<file path="src/rtl/uart_pkg.sv">
// Shared UART definitions: parity modes, receiver state encoding and the
// parity helper used by both the receive and (future) transmit paths.
package uart_pkg;

    localparam logic [1:0] PAR_NONE = 2'd0;
    localparam logic [1:0] PAR_ODD  = 2'd1;
    localparam logic [1:0] PAR_EVEN = 2'd2;

    // Widest data word any UART variant carries; parity is computed on a
    // zero-extended word of this width so one function serves all widths.
    localparam int MAX_DATA_BITS = 9;

    typedef enum logic [2:0] {
        ST_IDLE      = 3'd0,
        ST_START     = 3'd1,
        ST_DATA      = 3'd2,
        ST_PARITY    = 3'd3,
        ST_STOP      = 3'd4,
        ST_WAIT_HIGH = 3'd5
    } rx_state_t;

    // Parity bit that makes XOR(data, parity) equal 1 for odd, 0 for even.
    function automatic logic parity_bit(input logic [MAX_DATA_BITS-1:0] d,
                                        input logic [1:0] mode);
        return (mode == PAR_ODD) ? ~(^d) : (^d);
    endfunction

endpackage

</file>
<file path="src/rtl/uart_rx_core_if.sv">
// Receive-side word channel between the UART receiver and the CPU bus.
// Handshake: the receiver raises valid with data and flags; all of them stay
// stable until the consumer samples valid && ready on a rising clock edge,
// which is the one and only transfer point. ready may be driven freely.
interface uart_rx_core_if #(parameter int DATA_BITS = 8);
    logic [DATA_BITS-1:0] data;
    logic                 valid;
    logic                 ready;
    logic                 parity_err;
    logic                 frame_err;
    logic                 break_det;
    logic                 overrun;

    modport master (output data, valid, parity_err, frame_err, break_det, overrun,
                    input  ready);
    modport slave  (input  data, valid, parity_err, frame_err, break_det, overrun,
                    output ready);
endinterface

</file>
<file path="src/rtl/uart_baud_tick.sv">
// Oversample tick generator: latches the divisor on load, then counts down
// and emits a one-clock tick each time the counter reaches zero.
module uart_baud_tick #(
    parameter int DIV_W = 16
) (
    input  logic             clk_i,
    input  logic             rst_i,
    input  logic             load_i,
    input  logic             en_i,
    input  logic [DIV_W-1:0] div_i,
    output logic             tick_o
);
    logic [DIV_W-1:0] div_q, div_d;
    logic [DIV_W-1:0] cnt_q, cnt_d;

    // Next-state: load latches the divisor, otherwise count down and reload.
    always_comb begin
        div_d = div_q;
        cnt_d = cnt_q;
        if (load_i) begin
            div_d = div_i;
            cnt_d = div_i;
        end else if (en_i) begin
            cnt_d = (cnt_q == '0) ? div_q : cnt_q - DIV_W'(1);
        end
    end

    // Divisor latch and down-counter registers.
    always_ff @(posedge clk_i) begin
        if (rst_i) begin
            div_q <= '0;
            cnt_q <= '0;
        end else begin
            div_q <= div_d;
            cnt_q <= cnt_d;
        end
    end

    assign tick_o = en_i && !load_i && (cnt_q == '0);
endmodule

</file>
<file path="src/rtl/uart_rx_core.sv">
// Oversampling UART receiver: synchronises RX, majority-votes each bit,
// checks parity/stop bits, and presents words through a valid/ready channel.
module uart_rx_core import uart_pkg::*; #(
    parameter int DATA_BITS  = 8,
    parameter int PARITY     = 0,
    parameter int STOP_BITS  = 1,
    parameter int OVERSAMPLE = 16,
    parameter int DIV_W      = 16
) (
    input  logic               clk_i,
    input  logic               rst_i,
    input  logic [DIV_W-1:0]   baud_div_i,
    input  logic               rx_i,
    uart_rx_core_if.master     rx_bus,
    output rx_state_t          state_o
);
    localparam int TICK_W = $clog2(OVERSAMPLE);
    localparam int BIT_W  = $clog2(DATA_BITS + 1);
    localparam logic [TICK_W-1:0] TICK_S0   = TICK_W'(OVERSAMPLE / 2 - 1);
    localparam logic [TICK_W-1:0] TICK_S1   = TICK_W'(OVERSAMPLE / 2);
    localparam logic [TICK_W-1:0] TICK_DEC  = TICK_W'(OVERSAMPLE / 2 + 1);
    localparam logic [TICK_W-1:0] TICK_LAST = TICK_W'(OVERSAMPLE - 1);

    logic                 sync1_q, sync2_q, rx_prev_q;
    rx_state_t            state_q;
    logic [TICK_W-1:0]    tick_cnt_q;
    logic [BIT_W-1:0]     bit_cnt_q;
    logic [1:0]           samp_q;
    logic [DATA_BITS-1:0] shift_q;
    logic                 par_q, stop_err_q, stop_one_q;
    logic [DATA_BITS-1:0] data_q;
    logic                 valid_q, pe_q, fe_q, bk_q, ovr_q;

    logic rx_s, fall, tick, at_dec, at_end, dec, last_stop, done, accept;
    logic pe_new, fe_new, bk_new;

    // Two-flop synchroniser plus one delayed copy for falling-edge detection.
    always_ff @(posedge clk_i) begin
        if (rst_i) begin
            sync1_q   <= 1'b1;
            sync2_q   <= 1'b1;
            rx_prev_q <= 1'b1;
        end else begin
            sync1_q   <= rx_i;
            sync2_q   <= sync1_q;
            rx_prev_q <= sync2_q;
        end
    end

    assign rx_s = sync2_q;
    assign fall = rx_prev_q && !rx_s;

    uart_baud_tick #(.DIV_W(DIV_W)) u_tick (
        .clk_i  (clk_i),
        .rst_i  (rst_i),
        .load_i ((state_q == ST_IDLE) && fall),
        .en_i   ((state_q != ST_IDLE) && (state_q != ST_WAIT_HIGH)),
        .div_i  (baud_div_i),
        .tick_o (tick)
    );

    // Bit decision, frame completion and the flags of the completing frame.
    always_comb begin
        at_dec    = tick && (tick_cnt_q == TICK_DEC);
        at_end    = tick && (tick_cnt_q == TICK_LAST);
        dec       = (samp_q[0] & samp_q[1]) | (samp_q[0] & rx_s) | (samp_q[1] & rx_s);
        last_stop = (bit_cnt_q == BIT_W'(STOP_BITS - 1));
        done      = (state_q == ST_STOP) && at_dec && last_stop;
        pe_new    = (PARITY != 0) &&
                    (par_q != parity_bit(MAX_DATA_BITS'(shift_q), 2'(PARITY)));
        fe_new    = stop_err_q || !dec;
        bk_new    = (shift_q == '0) && ((PARITY == 0) || !par_q) && !stop_one_q && !dec;
        accept    = valid_q && rx_bus.ready;
    end

    // Receive FSM: tick/bit counting, sampling, shifting and stop checking.
    always_ff @(posedge clk_i) begin
        if (rst_i) begin
            state_q    <= ST_IDLE;
            tick_cnt_q <= '0;
            bit_cnt_q  <= '0;
            samp_q     <= '0;
            shift_q    <= '0;
            par_q      <= 1'b0;
            stop_err_q <= 1'b0;
            stop_one_q <= 1'b0;
        end else begin
            if (tick) begin
                tick_cnt_q <= (tick_cnt_q == TICK_LAST) ? '0 : tick_cnt_q + TICK_W'(1);
                if (tick_cnt_q == TICK_S0) samp_q[0] <= rx_s;
                if (tick_cnt_q == TICK_S1) samp_q[1] <= rx_s;
            end
            case (state_q)
                ST_IDLE: begin
                    if (fall) begin
                        state_q    <= ST_START;
                        tick_cnt_q <= '0;
                        bit_cnt_q  <= '0;
                        stop_err_q <= 1'b0;
                        stop_one_q <= 1'b0;
                    end
                end
                ST_START: begin
                    if (at_dec && dec) state_q <= ST_IDLE;   // false start
                    else if (at_end)   state_q <= ST_DATA;
                end
                ST_DATA: begin
                    if (at_dec) begin
                        shift_q   <= {dec, shift_q[DATA_BITS-1:1]};
                        bit_cnt_q <= bit_cnt_q + BIT_W'(1);
                    end
                    if (at_end && (bit_cnt_q == BIT_W'(DATA_BITS))) begin
                        state_q   <= (PARITY != 0) ? ST_PARITY : ST_STOP;
                        bit_cnt_q <= '0;
                    end
                end
                ST_PARITY: begin
                    if (at_dec) par_q   <= dec;
                    if (at_end) state_q <= ST_STOP;
                end
                ST_STOP: begin
                    if (at_dec) begin
                        stop_err_q <= stop_err_q | ~dec;
                        stop_one_q <= stop_one_q | dec;
                        // Complete at the decision point so a back-to-back start is seen.
                        if (last_stop) state_q <= dec ? ST_IDLE : ST_WAIT_HIGH;
                    end else if (at_end) begin
                        bit_cnt_q <= bit_cnt_q + BIT_W'(1);
                    end
                end
                ST_WAIT_HIGH: begin
                    if (rx_s) state_q <= ST_IDLE;   // no retrigger while the line is held low
                end
                default: state_q <= ST_IDLE;
            endcase
        end
    end

    // Output holding registers and valid/ready handshake with overrun tracking.
    always_ff @(posedge clk_i) begin
        if (rst_i) begin
            data_q  <= '0;
            valid_q <= 1'b0;
            pe_q    <= 1'b0;
            fe_q    <= 1'b0;
            bk_q    <= 1'b0;
            ovr_q   <= 1'b0;
        end else if (done && (!valid_q || accept)) begin
            data_q  <= shift_q;
            valid_q <= 1'b1;
            pe_q    <= pe_new;
            fe_q    <= fe_new;
            bk_q    <= bk_new;
            ovr_q   <= 1'b0;
        end else if (done) begin
            ovr_q   <= 1'b1;   // new frame dropped, held word untouched
        end else if (accept) begin
            valid_q <= 1'b0;
            ovr_q   <= 1'b0;
        end
    end

    assign rx_bus.data       = data_q;
    assign rx_bus.valid      = valid_q;
    assign rx_bus.parity_err = pe_q;
    assign rx_bus.frame_err  = fe_q;
    assign rx_bus.break_det  = bk_q;
    assign rx_bus.overrun    = ovr_q;
    assign state_o           = state_q;
endmodule

</file>
<file path="src/flat_wrapper.sv">
// flat-port wrapper written by rule: the top's interface ports become plain ports
module uart_rx_core_flat import uart_pkg::*;
#(
    parameter int DATA_BITS  = 8,
    parameter int PARITY     = 0,
    parameter int STOP_BITS  = 1,
    parameter int OVERSAMPLE = 16,
    parameter int DIV_W      = 16
)
  (clk_i, rst_i, baud_div_i, rx_i, state_o, rx_bus_data, rx_bus_valid, rx_bus_parity_err, rx_bus_frame_err, rx_bus_break_det, rx_bus_overrun, rx_bus_ready);
  uart_rx_core_if #(.DATA_BITS(DATA_BITS)) rx_bus_i ();
  input  logic clk_i;
  input  logic rst_i;
  input  logic [DIV_W-1:0] baud_div_i;
  input  logic rx_i;
  output rx_state_t state_o;
  output wire logic [$bits(rx_bus_i.data)-1:0] rx_bus_data;
  output wire logic [$bits(rx_bus_i.valid)-1:0] rx_bus_valid;
  output wire logic [$bits(rx_bus_i.parity_err)-1:0] rx_bus_parity_err;
  output wire logic [$bits(rx_bus_i.frame_err)-1:0] rx_bus_frame_err;
  output wire logic [$bits(rx_bus_i.break_det)-1:0] rx_bus_break_det;
  output wire logic [$bits(rx_bus_i.overrun)-1:0] rx_bus_overrun;
  input wire logic [$bits(rx_bus_i.ready)-1:0] rx_bus_ready;
  assign rx_bus_data = rx_bus_i.data;
  assign rx_bus_valid = rx_bus_i.valid;
  assign rx_bus_parity_err = rx_bus_i.parity_err;
  assign rx_bus_frame_err = rx_bus_i.frame_err;
  assign rx_bus_break_det = rx_bus_i.break_det;
  assign rx_bus_overrun = rx_bus_i.overrun;
  assign rx_bus_i.ready = rx_bus_ready;
  uart_rx_core #(.DATA_BITS(DATA_BITS), .PARITY(PARITY), .STOP_BITS(STOP_BITS), .OVERSAMPLE(OVERSAMPLE), .DIV_W(DIV_W)) u_core (.clk_i(clk_i), .rst_i(rst_i), .baud_div_i(baud_div_i), .rx_i(rx_i), .rx_bus(rx_bus_i), .state_o(state_o));
endmodule
</file>
<file path="config.mk">
export PLATFORM = sky130hd
export DESIGN_NAME = uart_rx_core_flat
export DESIGN_NICKNAME = d
export VERILOG_FILES = /design/src/rtl/uart_pkg.sv /design/src/rtl/uart_rx_core_if.sv /design/src/rtl/uart_baud_tick.sv /design/src/rtl/uart_rx_core.sv /design/src/flat_wrapper.sv
export SDC_FILE = /design/constraint.sdc
export NUM_CORES = 1
export LEC_CHECK = 0
export BUFFER_PORTS_ARGS = -buffer_cell sky130_fd_sc_hd__buf_4
export CAP_MARGIN = 20
export CELL_PAD_IN_SITES_DETAIL_PLACEMENT = 1
export CELL_PAD_IN_SITES_GLOBAL_PLACEMENT = 2
export CORE_UTILIZATION = 33
export CTS_BUF_LIST = sky130_fd_sc_hd__clkbuf_8
export CTS_CLUSTER_DIAMETER = 150
export DETAILED_ROUTE_END_ITERATION = 10
export HOLD_SLACK_MARGIN = 0.05
export PLACE_DENSITY_LB_ADDON = 0.1
export SYNTH_ARGS = -nofsm -noshare
export SYNTH_HDL_FRONTEND = slang
export SYNTH_SLANG_ARGS = --single-unit
</file>
<file path="constraint.sdc">
create_clock -name clk_i -period 2.3 [get_ports clk_i]
set_input_delay 0.46 -clock clk_i [delete_from_list [all_inputs] [get_ports clk_i]]
set_output_delay 0.46 -clock clk_i [all_outputs]
set_load 0.1 [all_outputs]
</file>
# Yosys cells after proc, flatten, opt, wreduce, memory -nomap -nowiden
# Index checks and enable logic that the tools add are counted.
# totals
register_bits	70
out_inout_bits	16
word_cells	123
# classes
n_mux	32
addsub	3
bitwise_logic	8
n_eq_ne	22
reduce_logical	40
# op_table
cell	count
two-way mux 16 bit	3
two-way mux 4 bit	9
two-way mux 3 bit	9
case mux 3 bit (6 select lines)	1
equality test 4 bit, second input constant	4
logical NOT 16 bit	1
subtractor 16 x 1 -> 16 bit, second input constant	1
logical AND 1 bit	15
!= test 2 x 1 -> 1 bit, second input constant	7
case mux 4 bit (3 select lines)	1
adder 4 x 1 -> 4 bit, second input constant	2
logical NOT 8 bit	1
AND reduction 2 bit	4
nonzero test 2 bit	4
two-way mux 1 bit	7
AND reduction 7 bit	1
equality test 3 x 2 -> 1 bit, second input constant	2
equality test 3 bit, second input constant	2
!= test 3 x 1 -> 1 bit, second input constant	2
nonzero test 3 bit	2
logical NOT 1 bit	5
AND reduction 5 bit	1
equality test 4 x 3 -> 1 bit, second input constant	1
logical NOT 4 bit	1
other kinds (11)	19

# Longest topological paths before layout
# Gate-level depths: netlist (run 1).
# logic_depth
word_depth	12
ltp_mapped	9
depth_no_buf	7

# Cells and area by module
# A second synthesis (run 1) with hierarchy kept.
# unflattened
hier_cells	428
hier_area_um2	3624.7
# modules_own_cells
module	area_each_um2	seq_area_each_um2	cells_per_inst	n_inst
uart_baud_tick	1823.0	640.6	208	1
uart_rx_core	1801.7	760.7	220	1

# Least setup slack after synthesis (run 1)
# OpenSTA, ideal clock, no wires.
# synth_path
path_type	register to register
start	register u_core.state_q[0], in the netlist u_core.state_o[0]
end	register u_core.state_q[0], in the netlist u_core.state_o[0]
arrival_time_ps	2676
synth_period_minus_slack_ps	2797
slack_ps	-497
stages_incl_launch_ff	8
path_buffers	1
path_cell_list	dfxtp_1 -> buf_4 -> xor2_1 -> o211ai_1 -> or3_4 -> a221oi_4 -> nand3_2 -> mux2_4
# synth_via
elab_chain_cells	9
word_cells_on_any_way	27
cone_classes	eq/ne (13); mux (2); reduce/logical (12)
# synth_rtl
element	line	rtl
from (decl)	uart_rx_core.sv:25	rx_state_t state_q;
from (signal assigned)	uart_rx_core.sv:113	state_q <= (PARITY != 0) ? ST_PARITY : ST_STOP;
from (signal assigned)	uart_rx_core.sv:126	if (last_stop) state_q <= dec ? ST_IDLE : ST_WAIT_HIGH;
logical NOT 3 bit	uart_rx_core.sv:56, uart_rx_core.sv:93	
logical AND 1 bit	uart_rx_core.sv:56	.load_i ((state_q == ST_IDLE) && fall),
logical NOT 1 bit	uart_baud_tick.sv:39	assign tick_o = en_i && !load_i && (cnt_q == '0);
logical AND 1 bit (2 in a row)	uart_baud_tick.sv:39	
logical AND 1 bit (on tied branches)	uart_rx_core.sv:64, uart_rx_core.sv:65	
logical AND 1 bit (on tied branches)	uart_rx_core.sv:104, uart_rx_core.sv:112	
!= test 3 x 1 -> 1 bit (no source line) (tied with other cells)	--	
AND reduction 7 bit (no source line) / case mux 3 bit (6 select lines) (equally long branches)	--	
# Parallel ways exist; a longest one is shown, timed or not.
# A chain may end at the register's enable or synchronous reset.

# Worst setup path after layout (run 1)
# layout_path
start	register u_core.u_tick.cnt_q[15]
end	register u_core.state_q[0], in the netlist u_core.state_o[0]
# layout_via
elab_chain_cells	6
word_cells_on_any_way	13
cone_classes	eq/ne (4); mux (2); reduce/logical (7)
# layout_rtl
element	line	rtl
from (decl)	uart_baud_tick.sv:14	logic [DIV_W-1:0] cnt_q, cnt_d;
from (signal assigned)	uart_baud_tick.sv:35	cnt_q <= cnt_d;
logical NOT 16 bit (*)	uart_baud_tick.sv:39	
logical AND 1 bit (*)	uart_baud_tick.sv:39	
logical AND 1 bit (on tied branches)	uart_rx_core.sv:64, uart_rx_core.sv:65	
logical AND 1 bit (on tied branches)	uart_rx_core.sv:104, uart_rx_core.sv:112	
!= test 3 x 1 -> 1 bit (no source line) (tied with other cells)	--	
AND reduction 7 bit (no source line) / case mux 3 bit (6 select lines) (equally long branches)	--	
# Mark *: on every way between the ends. The rest lies on a longest branch, timed or not.

==> flow_summary.toml, run 1 <==
[timing]
rsz0062_at_grt = "yes"
fmax_mhz = 446
period_minus_slack_ns = 2.24
finalSetupViolations = 0
fin_worst_skew_ns = 0.0119
tightestPinTransition_ns = 0.604
final-max-slew-violation-count = 0
slew_headroom_pct = 59.6
period_share_pct = 97.5
finalHoldViolations = 0
setup_tns_ns = 0
fin_ws_ns = 0.0573

[clock_network]
cts_hold_buf = 0
numCtsBuffers = 9
clock_latency_ns = 0.36
root_buffer = "clkbuf_8"
htree_levels = 3
cts_tree = "built"
clockBufferDepth = 2
clk_pin_slew_worst_paths_ns = 0.08
cts_sinks = 70

[drt]
first_pass_iters = 4
vias_per_cell = 5.25
route.detailed.drc = 0
drt_iter0_markers = 81
wl_per_cell_microns = 15.6
ant_nets = 0
vias = 3201
wirelength_mm = 9.54

[status]
status = "finished, final reports clean"

[finish]
drive_gt1_share_pct = 21.6
antenna_cells = 0
fin_cells = 610
fin_nets = 499
area_delta_synth_final_pct = 23.5

[synthesis]
yosysSeqAreaShare_pct = 40.6
yosysWarnings = 0
synth_edf_count = 0
synth-simple-area-share_pct = 27.6
ys_async_sr_fraction_pct = 0
synth.avg_cell_area_sq_um = 8.17
ys_ff_latch = 70
synth_top_family_by_area = "simple AND/OR/NAND/NOR gates"
synth_area_sq_um = 3450
synth_cells = 422
synth_top_area_share_pct = 40.6
synth-compound-area-share_pct = 19.4
ys_top_cells_by_area = "dfxtp_1, nand2_1, a21oi_1"
synth_cell_types = 56
mappedNetlistNets = 448
synth_fa_ha_area_share_pct = 2.18
synth_largest_area_cell = "dfxtp_1"
synthXorXnorAreaFrac_pct = 3.05
synthMuxAreaShare_pct = 2.47
ys.flop_type = "dfxtp_1"

[critical_path]
cp_slowest_cell = "nor3_1"
crit_fanout = 3
crit_type = "flop to flop"
cpLargestDelayFamily = "simple AND/OR/NAND/NOR gates"
cp_num_buf_inv = 0
worst-path-stages = 6
path_cells = "nor3_1 -> o211ai_1 -> or3_4 -> a221oi_4 -> nand3_2 -> mux2_4"
crit_path_max_incr_delay_ns = 0.42
end_kind = "flop"
worstSetupStartpointType = "flop"
rr_worst_depth = 6
cp.required_ns = 2.55
cp.arrival_ns = 2.50

[placement]
io_buffers = 34
pre_cts_ws_ns = 0.0275
numPlacedInstances = 591
hpwl_mm = 6.77
gp_congestion = 0.820

[floorplanning]
die_h_microns = 104
fp.coreArea_sq_um = 9950
die_area_sq_um = 10900
initial_core_util_pct = 34.6
rows = 36
die_x_microns = 104
ios = 36

[global_routing]
gr-usage-met1_pct = 23.8
grt_use_met3_pct = 3.70
grt_pass1_vias = 3200
grt-busiest-layer = "met2"
overflow = 0
grt_pass1_wl_mm = 15.9
met2_usage_pct = 29.7
grt_use_total_pct = 18.3
grt_max_degree = 52
antenna_found_initial = 0

[min_path]
hp-class = "primary input to flop"
hold_path_depth = 2

[power]
vdd_drop_max_v = 0.000236
power_density_nw_per_um2 = 695
p_leak_nw = 1.58

[job]
cap_violations = 0
state kept, by name, summed over array words and instances, names as in the netlist, 2 cells and up:
| register | flops |
|---|---|
| u_core.bit_cnt_q | 4 |
| u_core.u_tick.div_q | 16 |
| u_core.shift_q | 8 |
| u_core.tick_cnt_q | 4 |
| u_core.u_tick.cnt_q | 16 |
| u_core.state_o | 3 |
| u_core.rx_bus.data | 8 |
| u_core.samp_q | 2 |
final cells by class:
| type | count | area [sq um] |
|---|---|---|
| Fill cell | 1191 | 5700 |
| Multi-Input combinational cell | 316 | 1940 |
| Sequential cell | 70 | 1410 |
| Timing Repair Buffer | 64 | 505 |
| Tap cell | 133 | 166 |
| Clock buffer | 10 | 138 |
| Clock inverter | 5 | 51.3 |
| Inverter | 12 | 45.0 |
cells in the final DEF (no fill, tap or decap), types with 4 or more instances in the layout:
cell type and instances:
a211oi_1 4, xor2_1 7, nand4b_1 4, nand2b_1 5
dfxtp_1 66, o21ai_0 7, mux2i_1 7, inv_1 13
o211ai_1 14, nor3_1 14, a21oi_1 40, nand3_1 5
xnor2_1 5, a311oi_1 13, or2_2 4, clkbuf_8 10
nand2_1 90, buf_4 62, a31oi_1 4, nor2_1 27
nand4_1 5, ha_1 6, or3_1 5
layer usage:
metal / wire (microns) / part of all wire [%] / up-vias
li1: - / - / 1610
met1: 4650 / 49 / 1539
met2: 4530 / 47 / 42
met3: 241 / 2.5 / 10
met4: 117 / 1.2 / 0
met5: 0 / 0 / -
final timing paths:
kind / startpoint / to / slack [ns]
setup / recovery: u_core.u_tick.cnt_q[15] / u_core.state_o[0] / 0.06
hold / removal: rx_bus_ready / u_core.rx_bus.overrun / 0.28
setup reg to reg: u_core.u_tick.cnt_q[15] / u_core.state_o[0] / 0.06
hold reg to reg: u_core.sync1_q / u_core.rx_s / 0.41
stage by stage:
stage          power, mW  hold slack, ns  util, %  cell area (sq um)
2_1_floorplan       1.76           0.389        -               3450
3_3_place_gp        1.94           0.395     40.1               3990
3_5_place_dp        1.96           0.398     40.1               3990
4_1_cts             2.96           0.269     42.0               4180
5_1_grt             3.13           0.272     42.8               4260
6_report            2.96           0.285     42.8               4260
report_power, final:
group	internal [mW]	switching, mW
Combinational	0.300	0.367
Clock	0.517	0.479
Sequential	1.25	0.0444
Total	2.07	0.891
cells in the mapped netlist, drive strengths merged, types with 2 or more instances:
| cell type | count |
|---|---|
| ha | 6 |
| and4 | 2 |
| nor3b | 3 |
| dfxtp | 70 |
| o211ai | 14 |
| a311oi | 13 |
| a211oi | 4 |
| xnor2 | 5 |
| o21bai | 2 |
| inv | 12 |
| or4 | 3 |
| a31oi | 4 |
| nand3b | 3 |
| o2111ai | 2 |
| and3 | 2 |
| clkbuf | 18 |
| nor4 | 9 |
| nand3 | 7 |
| nor2 | 27 |
| nor3 | 16 |
| nand4b | 4 |
| o21ai | 7 |
| buf | 5 |
| o32ai | 2 |
| a21oi | 40 |
| or3 | 7 |
| nand2 | 90 |
| nand4 | 5 |
| xor2 | 7 |
| or2 | 5 |
| nand2b | 5 |
| mux2i | 7 |
| a2111oi | 2 |
timing repair:
item                                    in CTS  in global routing
setup buffers                                0                  4
endpoints found under the setup margin       0                 35
resized for setup                            0                  9
logic make-up (layout without fill, tap and decap cells):
group	count (synthesis)	in the layout
adders and majority gates	6	6
AOI/OAI and AO/OA	99	99
other	1	1
muxes	8	8
buffers and inverters	36	91
xor gates and xnor gates	12	12
and+or+nand+nor	190	190
DFF	70	70
No activity file was read; power rests on OpenSTA's default activity.
==> run 2: changes to the inputs <==
ABC_AREA = 1   (was unset)
CORE_UTILIZATION = 32   (was 33)
==> flow_summary.toml, run 2 <==
[status]
status = "finished, final reports clean"

[power]
vdd_drop_max_v = 0.000693
p_leak_nw = 1.64
finalPower_mw = 5.51
power_density_nw_per_um2 = 1350

[timing]
setup_tns_ns = 0
fin_worst_skew_ns = 0.00958
period_share_pct = 87.0
final-max-slew-violation-count = 0
fmax_mhz = 500
finalHoldViolations = 0
tightestPinTransition_ns = 0.612
rsz0062_at_grt = "no"
fin_ws_ns = 0.299
period_minus_slack_ns = 2.00
slew_headroom_pct = 59.1
finalSetupViolations = 0

[global_routing]
grt_pass1_vias = 3297
overflow = 0
antenna_found_initial = 0
grt_max_degree = 31
grt_pass1_wl_mm = 16.0
grt_use_total_pct = 17.9

[drt]
vias = 3226
route.detailed.drc = 0
vias_per_cell = 4.93
wl_per_cell_microns = 14.3
wirelength_mm = 9.38
drt_iter0_markers = 111
first_pass_iters = 4
ant_nets = 0

[floorplanning]
ios = 36
fp.coreArea_sq_um = 10500
initial_core_util_pct = 33.5
die_h_microns = 107
rows = 37
die_area_sq_um = 11400
die_x_microns = 107

[critical_path]
end_kind = "flop"
worstSetupStartpointType = "flop"
r2r_end = "u_core.u_tick.cnt_q[15]"
worstSetupStartpoint = "u_core.state_o[2]"
crit_fanout = 14
cpLargestDelayFamily = "simple AND/OR/NAND/NOR gates"
cp.required_ns = 2.55
path_cells = "nor2_1 -> nand2_1 -> nor2_2 -> buf_4 -> inv_1 -> nand2_1 -> o21ai_0 -> a21oi_1 -> nor2_1"
cp.arrival_ns = 2.25
cp-endpoint = "u_core.u_tick.cnt_q[15]"
crit_type = "flop to flop"
cp_num_buf_inv = 2
crit_path_max_incr_delay_ns = 0.37
worst-r2r-setup-slack_ns = 0.30
cp_slowest_cell = "dfxtp_1"
rr_worst_depth = 9
worst-path-stages = 9
r2r-start = "u_core.state_o[2]"

[job]
cap_violations = 0

[synthesis]
yosysMostFrequentCell = "nand2_1"
ys_async_sr_fraction_pct = 0
ys_ff_latch = 70
synth_largest_area_cell = "dfxtp_1"
ys_top_cells_by_area = "dfxtp_1, nand2_1, o21ai_0"
synth.avg_cell_area_sq_um = 7.32
synth_area_sq_um = 3510
synthTopCellsByCount = "nand2_1, dfxtp_1, o21ai_0"
yosysWarnings = 0
synth_edf_count = 0
yosysSeqAreaShare_pct = 40.0
synth_cell_types = 40
synth_cells = 479
ys.flop_type = "dfxtp_1"
synth_top_area_share_pct = 40.0
mappedNetlistNets = 505

[min_path]
hold_path_depth = 2
hp-class = "primary input to flop"

[placement]
hpwl_mm = 6.82
gp_congestion = 0.791
pre_cts_ws_ns = 0.247
io_buffers = 34

[clock_network]
clk_pin_slew_worst_paths_ns = 0.08
cts_hold_buf = 0
cts_tree = "built"
clock_latency_ns = 0.36
numCtsBuffers = 9
root_buffer = "clkbuf_8"
clockBufferDepth = 2
htree_levels = 3
cts_sinks = 70
post_cts_resized = 0
cts_setup_buffers = 0

[finish]
regArea_sq_um = 1400
antenna_cells = 0
fin_util_pct = 38.9
multi_input_area_sq_um = 1850
layout_commonest_cell = "nand2_1"
mostFrequentLayoutCells = "nand2_1, dfxtp_1, o21ai_0"
top_regs = "u_core.u_tick.cnt_q (16), u_core.u_tick.div_q (16)"
nFillCells = 1332
drive_gt1_share_pct = 18.0
area_delta_synth_final_pct = 16.1
fin_nets = 540
run 2: cell count changes after synthesis, sizes merged, moves of 6 or more:
cell and delta:
inv +36, or3 -7, a21oi -10, a311oi -13, mux2i -7, a31oi +8, nor4 -6, clkbuf -8
nand2 +23, o21ai +46, nor2 +31, nor3 -6, nand3 +8
run 2: power breakdown:
part           switching, mW  internal, mW
Combinational           2.00         0.955
Sequential             0.247          1.45
Clock                  0.475         0.373
run 2: how the worst min path moves through the flow:
stage	end	start	slack (ns)
final	u_core.sync1_q	rx_i	0.29
after global routing	u_core.sync1_q	rx_i	0.27
after CTS	u_core.sync1_q	rx_i	0.27
after detailed placement	u_core.rx_s	u_core.sync1_q	0.40
after global placement	u_core.rx_s	u_core.sync1_q	0.39
after floorplan	u_core.rx_s	u_core.sync1_q	0.39
run 2: layout make-up:
cell class	count	share of cell area (%)
clock buffer	9	3.04
multi-input combinational	345	45.4
timing repair buffer	40	7.68
inverter	48	4.43
tap	136	4.18
clock inverter	6	0.799
sequential	70	34.5
run 2: logic make-up (layout without fill, tap and decap cells):
group           Yosys count  after routing  share of synthesized area [%]
compound gates          119            119                           19.8
xor+xnor                 10             10                           2.50
fa+ha+maj                 6              6                           2.14
buf+inv                  64            103                           7.31
flops                    70             70                           40.0
other cells               1              1                          0.107
simple gates            209            209                           28.1
run 2: metrics by stage:
stage | hold slack, ns | cell area (sq um) | instances
floorplan | 0.389 | 3510 | 479
global placement | 0.391 | 3920 | 639
detailed placement | 0.403 | 3920 | 639
CTS | 0.272 | 4070 | 654
global route | 0.272 | 4070 | 654
finish | 0.291 | 4070 | 654
run 2: routing by layer:
layer	part of all wire [%]	track usage [%]	wire length (microns)
met2	44	27.1	4100
met5	0	0	0
met1	52	24.9	4870
met3	3.2	4.19	297
met4	1.1	5.87	107
==> run 3: changes to the inputs <==
==> constraint.sdc (replaced) <==
create_clock -name clk_i -period 2.3 [get_ports clk_i]
set_input_delay 0.23 -clock clk_i [delete_from_list [all_inputs] [get_ports clk_i]]
set_output_delay 0.23 -clock clk_i [all_outputs]
set_load 0.1 [all_outputs]
==> flow_summary.toml, run 3 (synthesis gave the netlist of run 2 again) <==
[critical_path]
path_cells = "inv_1 -> ha_1 -> nand2_2 -> nor2_4 -> nand3_4 -> nor2_4 -> nand3_4 -> nor2_4 -> inv_2 -> nand2_1 -> a21oi_2"
crit_top_cell = "nor2_4"
crit_fanout = 12
cp.required_ns = 2.55
cp.arrival_ns = 2.30
end_kind = "flop"
cpLargestDelayFamily = "simple AND/OR/NAND/NOR gates"
r2r_end = "u_core.rx_bus.data[2]"
worst-r2r-setup-slack_ns = 0.26
r2r-start = "u_core.u_tick.cnt_q[0]"
rr_worst_depth = 11
worst-path-stages = 11
crit_path_max_incr_delay_ns = 0.31
cp_slowest_cell = "dfxtp_1"
cp_num_buf_inv = 2
worstSetupStartpointType = "flop"
cp-endpoint = "u_core.rx_bus.data[2]"
crit_type = "flop to flop"
worstSetupStartpoint = "u_core.u_tick.cnt_q[0]"

[power]
p_leak_nw = 1.66
power_density_nw_per_um2 = 1380
p_int_mw = 2.94
clockPowerShare_pct = 18.1
comb_power_share_pct = 52.0
finalPower_mw = 5.68
power_frac_seq_pct = 29.9
power_switching_mw = 2.75
vdd_drop_max_v = 0.00108
p_sw_share_pct = 48.4

[floorplanning]
die_area_sq_um = 11400
fp.coreArea_sq_um = 10500
rows = 37
die_x_microns = 107
ios = 36
initial_core_util_pct = 33.5
die_h_microns = 107

[finish]
top_regs = "u_core.u_tick.cnt_q (16), u_core.u_tick.div_q (16)"
area_delta_synth_final_pct = 17.3
fin_nets = 541
stdcell_area_sq_um = 4110
antenna_cells = 0
mostFrequentLayoutCells = "nand2_1, dfxtp_1, o21ai_0"
layout_commonest_cell = "nand2_1"
drive_gt1_share_pct = 18.3
fin_cells = 656

[drt]
first_pass_iters = 4
vias = 3220
route.detailed.drc = 0
wirelength_mm = 9.33
wl_per_cell_microns = 14.2
drt_iter0_markers = 86
ant_nets = 0
vias_per_cell = 4.91

[global_routing]
overflow = 0
grt_pass1_vias = 3090
grt_use_total_pct = 17.7
antenna_found_initial = 0
grt_max_degree = 28
grt_pass1_wl_mm = 15.6

[min_path]
hold_path_depth = 3
hp-class = "primary input to flop"

[clock_network]
cts_tree = "built"
numCtsBuffers = 9
clockBufferDepth = 2
clock_latency_ns = 0.37
clk_pin_slew_worst_paths_ns = 0.08
cts_setup_buffers = 0
htree_levels = 3
root_buffer = "clkbuf_8"
cts_sinks = 70

[timing]
period_share_pct = 88.8
fin_worst_skew_ns = 0.0121
finalHoldViolations = 0
slew_headroom_pct = 50.0
tightestPinTransition_ns = 0.749
fmax_mhz = 489
final-max-slew-violation-count = 0
period_minus_slack_ns = 2.04
finalSetupViolations = 0
setup_tns_ns = 0
rsz0062_at_grt = "no"

[placement]
place_area_sq_um = 3900
numPlacedInstances = 639
gp_congestion = 0.781
io_buffers = 34
hpwl_mm = 6.82

[status]
status = "finished, final reports clean"

[job]
cap_violations = 0
## run 3: timing repair
| action | CTS | global route |
|---|---|---|
| resized for setup | 0 | 0 |
| hold buffers | 1 | 0 |
| hold endpoints to repair | 1 | 0 |
## run 3: worst min-delay path by stage
stage / startpoint / endpoint / slack [ns]
6_report: baud_div_i[14] / u_core.u_tick.div_q[14] / 0.14
3_5_place_dp: u_core.sync1_q / u_core.rx_s / 0.40
5_1_grt: baud_div_i[7] / u_core.u_tick.div_q[7] / 0.14
3_3_place_gp: u_core.sync1_q / u_core.rx_s / 0.39
2_1_floorplan: rx_i / u_core.sync1_q / 0.33
4_1_cts: baud_div_i[14] / u_core.u_tick.div_q[14] / 0.12
## run 3: power groups by stage
stage	Clock, mW	Combinational (mW)	Sequential (mW)
3_5_place_dp	0	2.98	1.73
6_report	1.03	2.96	1.70
5_1_grt	1.11	3.37	1.74
2_1_floorplan	0	2.17	1.85
4_1_cts	1.07	3.00	1.70
3_3_place_gp	0	2.93	1.72
## run 3: metrics by stage
step / hold slack (ns) / utilization (%) / worst slack [ns]
global route: 0.139 / 39.3 / 0.0228
floorplan: 0.334 / - / 0.0120
CTS: 0.117 / 39.3 / 0.205
finish: 0.140 / 39.3 / 0.257
global placement: 0.391 / 37.3 / 0.295
detailed placement: 0.403 / 37.3 / 0.216
## run 3: metal layers
layer / vias to the layer above / part of all wire (%) / track usage, %
li1: 1663 / - / -
met1: 1509 / 53 / 25.0
met2: 37 / 42 / 25.5
met3: 11 / 3.2 / 4.74
met4: 0 / 1.4 / 6.46
met5: - / 0 / 0
## run 3: layout make-up
type,count,area (sq um)
Sequential cell,70,1400
Multi-Input combinational cell,345,1850
Clock inverter,6,62.6
Inverter,48,180
Tap cell,136,170
Timing Repair Buffer,41,310
Clock buffer,10,138
Fill cell,1342,6350
## run 3: worst reg2reg max path, stage by stage (launching register included)
cell,delay [ns]
dfxtp_1,0.31
inv_1,0.12
ha_1,0.21
nand2_2,0.14
nor2_4,0.21
nand3_4,0.11
nor2_4,0.13
nand3_4,0.11
nor2_4,0.27
inv_2,0.16
nand2_1,0.11
a21oi_2,0.05
